===== src/rtl/axi4_lite_pkg.sv =====
// Shared AXI4-Lite encodings for the command master: response codes and
// protection-field bit constants.
package axi4_lite_pkg;

  localparam logic [1:0] RESP_OKAY   = 2'b00;
  localparam logic [1:0] RESP_EXOKAY = 2'b01;
  localparam logic [1:0] RESP_SLVERR = 2'b10;
  localparam logic [1:0] RESP_DECERR = 2'b11;

  localparam logic [2:0] PROT_DEFAULT   = 3'b000;
  localparam logic [2:0] PROT_PRIV      = 3'b001;
  localparam logic [2:0] PROT_NONSECURE = 3'b010;
  localparam logic [2:0] PROT_INSTR     = 3'b100;

  function automatic logic resp_is_error(input logic [1:0] resp);
    return resp[1];
  endfunction

endpackage


===== src/rtl/axi4_lite_order_fifo.sv =====
// One-bit synchronous FIFO remembering the type (read/write) of every issued
// transaction so responses can be taken back strictly in issue order.
module axi4_lite_order_fifo #(
  parameter int DEPTH = 4
) (
  input  logic i_clk,
  input  logic i_rst,
  input  logic i_push,
  input  logic i_din,
  input  logic i_pop,
  output logic o_dout,
  output logic o_full,
  output logic o_empty
);

  localparam int PW = $clog2(DEPTH);

  logic [DEPTH-1:0] r_mem;
  logic [PW:0]      r_wr_ptr;
  logic [PW:0]      r_rd_ptr;

  always_ff @(posedge i_clk) begin
    if (i_rst) begin
      r_mem    <= '0;
      r_wr_ptr <= '0;
      r_rd_ptr <= '0;
    end else begin
      if (i_push) begin
        r_mem[r_wr_ptr[PW-1:0]] <= i_din;
        r_wr_ptr                <= r_wr_ptr + 1'b1;
      end
      if (i_pop) begin
        r_rd_ptr <= r_rd_ptr + 1'b1;
      end
    end
  end

  // Extra pointer MSB distinguishes full from empty when the indices match.
  assign o_dout  = r_mem[r_rd_ptr[PW-1:0]];
  assign o_empty = (r_wr_ptr == r_rd_ptr);
  assign o_full  = (r_wr_ptr[PW] != r_rd_ptr[PW]) &&
                   (r_wr_ptr[PW-1:0] == r_rd_ptr[PW-1:0]);

endmodule


===== src/rtl/axi4_lite_cmd_master.sv =====
// AXI4-Lite master engine: one valid/ready command stream in, AXI4-Lite
// channels out, responses returned in command-issue order.
module axi4_lite_cmd_master
  import axi4_lite_pkg::*;
#(
  parameter int AW  = 32,
  parameter int DW  = 32,
  parameter int SW  = DW / 8,
  parameter int OUT = 4
) (
  input  logic          ACLK,
  input  logic          ARESET,
  input  logic          cmd_valid,
  output logic          cmd_ready,
  input  logic          cmd_we,
  input  logic [AW-1:0] cmd_addr,
  input  logic [2:0]    cmd_prot,
  input  logic [DW-1:0] cmd_wdata,
  input  logic [SW-1:0] cmd_wstrb,
  output logic          rsp_valid,
  input  logic          rsp_ready,
  output logic          rsp_we,
  output logic [DW-1:0] rsp_rdata,
  output logic [1:0]    rsp_resp,
  output logic          busy,
  output logic [AW-1:0] AWADDR,
  output logic [2:0]    AWPROT,
  output logic          AWVALID,
  input  logic          AWREADY,
  output logic [DW-1:0] WDATA,
  output logic [SW-1:0] WSTRB,
  output logic          WVALID,
  input  logic          WREADY,
  input  logic [1:0]    BRESP,
  input  logic          BVALID,
  output logic          BREADY,
  output logic [AW-1:0] ARADDR,
  output logic [2:0]    ARPROT,
  output logic          ARVALID,
  input  logic          ARREADY,
  input  logic [DW-1:0] RDATA,
  input  logic [1:0]    RRESP,
  input  logic          RVALID,
  output logic          RREADY
);

  // Handshake rule on every channel: a beat transfers on a rising clock edge
  // where VALID and READY are both high; VALID never drops and its payload
  // never changes until that edge.

  logic          r_arvalid;
  logic [AW-1:0] r_araddr;
  logic [2:0]    r_arprot;
  logic          r_awvalid;
  logic [AW-1:0] r_awaddr;
  logic [2:0]    r_awprot;
  logic          r_wvalid;
  logic [DW-1:0] r_wdata;
  logic [SW-1:0] r_wstrb;
  logic          r_rsp_valid;
  logic          r_rsp_we;
  logic [DW-1:0] r_rsp_rdata;
  logic [1:0]    r_rsp_resp;

  logic w_full;
  logic w_empty;
  logic w_head_we;
  logic w_ar_free;
  logic w_aw_free;
  logic w_w_free;
  logic w_cmd_ready;
  logic w_accept;
  logic w_rsp_free;
  logic w_rready;
  logic w_bready;
  logic w_r_cap;
  logic w_b_cap;

  assign w_ar_free   = !r_arvalid || ARREADY;
  assign w_aw_free   = !r_awvalid || AWREADY;
  assign w_w_free    = !r_wvalid  || WREADY;
  assign w_cmd_ready = !ARESET && !w_full && w_ar_free && w_aw_free && w_w_free;
  assign w_accept    = cmd_valid && w_cmd_ready;

  // Only the channel matching the oldest outstanding type may deliver a beat.
  assign w_rsp_free = !r_rsp_valid || rsp_ready;
  assign w_rready   = !ARESET && !w_empty && !w_head_we && w_rsp_free;
  assign w_bready   = !ARESET && !w_empty &&  w_head_we && w_rsp_free;
  assign w_r_cap    = RVALID && w_rready;
  assign w_b_cap    = BVALID && w_bready;

  axi4_lite_order_fifo #(
    .DEPTH (OUT)
  ) u_order_fifo (
    .i_clk   (ACLK),
    .i_rst   (ARESET),
    .i_push  (w_accept),
    .i_din   (cmd_we),
    .i_pop   (w_r_cap || w_b_cap),
    .o_dout  (w_head_we),
    .o_full  (w_full),
    .o_empty (w_empty)
  );

  always_ff @(posedge ACLK) begin
    if (ARESET) begin
      r_arvalid <= 1'b0;
      r_araddr  <= '0;
      r_arprot  <= PROT_DEFAULT;
    end else if (w_accept && !cmd_we) begin
      r_arvalid <= 1'b1;
      r_araddr  <= cmd_addr;
      r_arprot  <= cmd_prot;
    end else if (ARREADY) begin
      r_arvalid <= 1'b0;
    end
  end

  // AW and W are launched together but retire independently.
  always_ff @(posedge ACLK) begin
    if (ARESET) begin
      r_awvalid <= 1'b0;
      r_awaddr  <= '0;
      r_awprot  <= PROT_DEFAULT;
      r_wvalid  <= 1'b0;
      r_wdata   <= '0;
      r_wstrb   <= '1;
    end else if (w_accept && cmd_we) begin
      r_awvalid <= 1'b1;
      r_awaddr  <= cmd_addr;
      r_awprot  <= cmd_prot;
      r_wvalid  <= 1'b1;
      r_wdata   <= cmd_wdata;
      r_wstrb   <= cmd_wstrb;
    end else begin
      if (AWREADY) begin
        r_awvalid <= 1'b0;
      end
      if (WREADY) begin
        r_wvalid <= 1'b0;
      end
    end
  end

  always_ff @(posedge ACLK) begin
    if (ARESET) begin
      r_rsp_valid <= 1'b0;
      r_rsp_we    <= 1'b0;
      r_rsp_rdata <= '0;
      r_rsp_resp  <= RESP_OKAY;
    end else if (w_r_cap) begin
      r_rsp_valid <= 1'b1;
      r_rsp_we    <= 1'b0;
      r_rsp_rdata <= RDATA;
      r_rsp_resp  <= RRESP;
    end else if (w_b_cap) begin
      r_rsp_valid <= 1'b1;
      r_rsp_we    <= 1'b1;
      r_rsp_rdata <= '0;
      r_rsp_resp  <= BRESP;
    end else if (rsp_ready) begin
      r_rsp_valid <= 1'b0;
    end
  end

  assign cmd_ready = w_cmd_ready;
  assign ARVALID   = r_arvalid;
  assign ARADDR    = r_araddr;
  assign ARPROT    = r_arprot;
  assign AWVALID   = r_awvalid;
  assign AWADDR    = r_awaddr;
  assign AWPROT    = r_awprot;
  assign WVALID    = r_wvalid;
  assign WDATA     = r_wdata;
  assign WSTRB     = r_wstrb;
  assign RREADY    = w_rready;
  assign BREADY    = w_bready;
  assign rsp_valid = r_rsp_valid;
  assign rsp_we    = r_rsp_we;
  assign rsp_rdata = r_rsp_rdata;
  assign rsp_resp  = r_rsp_resp;
  assign busy      = !w_empty || r_rsp_valid || r_arvalid || r_awvalid || r_wvalid;

endmodule


===== config.mk =====
export PLATFORM = sky130hd
export DESIGN_NAME = axi4_lite_cmd_master
export DESIGN_NICKNAME = d
export VERILOG_FILES = /design/src/rtl/axi4_lite_pkg.sv /design/src/rtl/axi4_lite_order_fifo.sv /design/src/rtl/axi4_lite_cmd_master.sv
export SDC_FILE = /design/constraint.sdc
export NUM_CORES = 1
export LEC_CHECK = 0
export BUFFER_PORTS_ARGS = -buffer_cell sky130_fd_sc_hd__buf_2
export CORE_MARGIN = 4
export CORE_UTILIZATION = 34
export DETAILED_ROUTE_END_ITERATION = 16
export PLACE_DENSITY = 0.58
export SYNTH_ARGS = -nofsm -noshare
export SYNTH_HDL_FRONTEND = slang
export SYNTH_SLANG_ARGS = --single-unit

===== constraint.sdc =====
create_clock -name ACLK -period 4.75 [get_ports ACLK]
set_input_delay 0.95 -clock ACLK [delete_from_list [all_inputs] [get_ports ACLK]]
set_output_delay 0.95 -clock ACLK [all_outputs]
set_load 0.02 [all_outputs]

==> results.sh <==
export IMPL_clock_fmax_ghz=0.3496
export IMPL_gr_total_overflow=0
export IMPL_hold_class="reg -> reg"
export IMPL_wl_per_cell_um=15.09
export IMPL_setup_viol=0
export IMPL_antenna_found_initial=1
export IMPL_seqPwrFrac=0.440
export IMPL_hp_start="ARADDR[25]$_SDFFE_PP0P_"
export IMPL_cap_viol_max_count=0
export IMPL_synth_top_family_by_area="multiplexers"
export IMPL_port_buffers=265
export IMPL_fin_nets=998
export IMPL_sw_frac_of_total=0.2660
export IMPL_grt_pass1_vias=5134
export IMPL_root_buffer="clkbuf_16"
export IMPL_yosysSeqAreaShare=0.5067
export IMPL_worst_pin_slew_ns=0.7383
export IMPL_gp_routability_congestion=0.7391
export IMPL_clk_pin_slew_ns=0.06
export IMPL_period_share=0.6022
export IMPL_mostFrequentLayoutCell="buf_2"
export IMPL_areaGrowthSynthToFinish_pct=33.33
export IMPL_relSlewSlack=0.5078
export IMPL_yosys_warnings=0
export IMPL_status="complete, no violations"
export IMPL_reg2reg_depth=5
export IMPL_synth_compound_area_frac=0.08010
export IMPL_post_cts_resized=0
export IMPL_cts_buffers=17
export IMPL_grt_pass1_wl_mm=26.57
export IMPL_drive_gt1_frac=0.3870
export IMPL_synthMuxAreaShare=0.1957
export IMPL_layout_common_cells="buf_2, dfxtp_1, mux2i_1"
export IMPL_tns_ns=0
export IMPL_io_pins=266
export IMPL_cts_setup_buffers=0
export IMPL_synth_cells=630
export IMPL_synthArstFlopShare=0
export IMPL_place_ws_ns=1.711
export IMPL_synth_ff_type="dfxtp_1"
export IMPL_clock_latency_ns=0.41
export IMPL_fill_cells=1697
export IMPL_htree_levels=4
export IMPL_vias=5239
export IMPL_skew_ns=0.01219
export IMPL_crit_start="ARESET"
export IMPL_tritoncts="done"
export IMPL_power_leakage_nw=4.337
export IMPL_drc=0
export IMPL_num_rows=48
export IMPL_hold_depth=2
export IMPL_rsz0062_at_grt="false"
export IMPL_cts_sinks=155
export IMPL_synth_simple_area_share=0.1340
export IMPL_start_util=0.3504
export IMPL_firstDrtPassIters=4
export IMPL_path_class="in -> out"
export IMPL_p_switching_mw=0.8458
export IMPL_synth_xor_area_frac=0.005721
export IMPL_pwr_share_clk=0.429
export IMPL_intPower_mw=2.334
export IMPL_final_max_slew_viol_count=0
export IMPL_fin_ws_ns=1.890
export IMPL_wirelength_mm=16.81
export IMPL_cp_max_fo=19
export IMPL_synth_nets=752
export IMPL_die_w_um=142.2
export IMPL_ir_drop_mv=0.2247
export IMPL_combPwrFrac=0.131
export IMPL_ys_ff_latch=155
export IMPL_antenna_diode_count=0
export IMPL_die_area_um2=20220
export IMPL_cellPowerDensity_nw_per_um2=389.5
export IMPL_hpwlAfterDp_mm=11.91
export IMPL_r2r_start="u_order_fifo.r_rd_ptr[0]$_SDFFE_PP0P_"
export IMPL_avgSynthCellArea_um2=9.720
export IMPL_design_core_area_um2=17480
export IMPL_via_per_inst=4.703
export IMPL_synth_fa_ha_area_frac=0.01022
export IMPL_die_y_um=142.2
export IMPL_layout_min_cycle_time_ns=2.860
export IMPL_postCtsHoldBufs=0
export IMPL_worst_ep_arrival_time_ns=1.91
export IMPL_ant_nets=0
export IMPL_drt_initial_drc_count=136
export IMPL_grtUsageTotal=0.1633
export IMPL_grt_max_degree=72
export IMPL_netlist_area_um2=6123
export IMPL_clk_path_buf_depth=2
export IMPL_endpoint_kind="output pin"
export IMPL_worst_ep_required_time_ns=3.80
export IMPL_synth_edf_count=0
export IMPL_synth_cell_types=38
export IMPL_hold_viol=0
export IMPL_cp_start_kind="input pin"
## stage by stage
step                instances  utilization  instance area [um^2]  hold slack (ns)  power [mW]
floorplan                 630            -                  6123           0.4353       1.691
global placement         1082       0.4332                  7571           0.4414       1.848
detailed placement       1082       0.4332                  7571           0.4497       1.850
CTS                      1114       0.4671                  8164           0.4584       3.227
global route             1114       0.4671                  8164           0.4790       3.325
finish                   1114       0.4671                  8164           0.4534       3.180
## state kept, by name, summed over array words and instances (netlist names)
name and count:
ARADDR 32, AWADDR 32, WDATA 32, rsp_rdata 32
WSTRB 4, u_order_fifo.r_mem 4, ARPROT 3, AWPROT 3
u_order_fifo.r_rd_ptr 3, u_order_fifo.r_wr_ptr 3, rsp_resp 2, ARVALID 1
AWVALID 1, WVALID 1, rsp_valid 1, rsp_we 1
## routing by layer
layer / GRT usage / up-vias / routed length [um]
li1: - / 2610 / -
met1: 0.1996 / 2412 / 7281
met2: 0.2584 / 199 / 7520
met3: 0.07560 / 16 / 1764
met4: 0.04798 / 2 / 238
met5: 0 / - / 7
## final cells by class
class,count,area (um^2),area share
multi-input cells,384,2628,0.3218
clock buffers,20,456.7,0.05594
well taps,225,281.5,0.03448
inverters,44,165.2,0.02023
flip-flops and latches,155,3103,0.3801
clock inverters,12,136.4,0.01671
repair buffers,274,1394,0.1707
## cells by family after synthesis
family | Yosys count
adder cells (fa/ha/maj) | 5
flip-flops | 155
multiplexers | 114
AND/OR/NAND/NOR | 170
AO/OA/AOI/OAI | 91
XOR/XNOR | 4
buffers and inverters | 91
## Yosys cell counts (2+ instances only)
| cell type | instances | area [um^2] |
|---|---|---|
| a211oi_1 | 5 | 37.54 |
| a21oi_1 | 42 | 210.2 |
| buf_2 | 10 | 50.05 |
| buf_4 | 11 | 82.58 |
| buf_6 | 2 | 22.52 |
| clkbuf_1 | 22 | 82.58 |
| clkbuf_2 | 2 | 10.01 |
| dfxtp_1 | 155 | 3103 |
| ha_1 | 5 | 62.56 |
| inv_1 | 43 | 161.4 |
| mux2_2 | 33 | 371.6 |
| mux2i_1 | 79 | 790.8 |
| nand2_1 | 76 | 285.3 |
| nand2b_1 | 4 | 25.02 |
| nand3_1 | 33 | 165.2 |
| nand4_1 | 9 | 56.30 |
| nor2_1 | 7 | 26.28 |
| nor2b_1 | 34 | 212.7 |
| nor4_1 | 2 | 12.51 |
| o21ai_0 | 24 | 120.1 |
| o21ai_1 | 13 | 65.06 |
| xnor2_1 | 3 | 26.28 |
## power by group through the flow
stage	combinational, mW	clock, mW	sequential (mW)
after floorplan	0.184	0	1.51
after global placement	0.420	0	1.43
after detailed placement	0.422	0	1.43
after CTS	0.422	1.40	1.40
after global routing	0.458	1.46	1.41
final	0.417	1.36	1.40
## worst max-delay path, cell delays in order
cell and delay, ns:
buf_2 0.37, inv_2 0.19, nand4_1 0.17, nor2_1 0.05, buf_2 0.16
## worst paths after layout
check	end	slack, ns
setup / recovery	cmd_ready	1.89
hold / removal	ARADDR[25]$_SDFFE_PP0P_	0.45
setup reg to reg	WDATA[28]$_SDFFE_PP0P_	2.40
hold reg to reg	ARADDR[25]$_SDFFE_PP0P_	0.45
No activity file was read; power rests on OpenSTA's default activity.
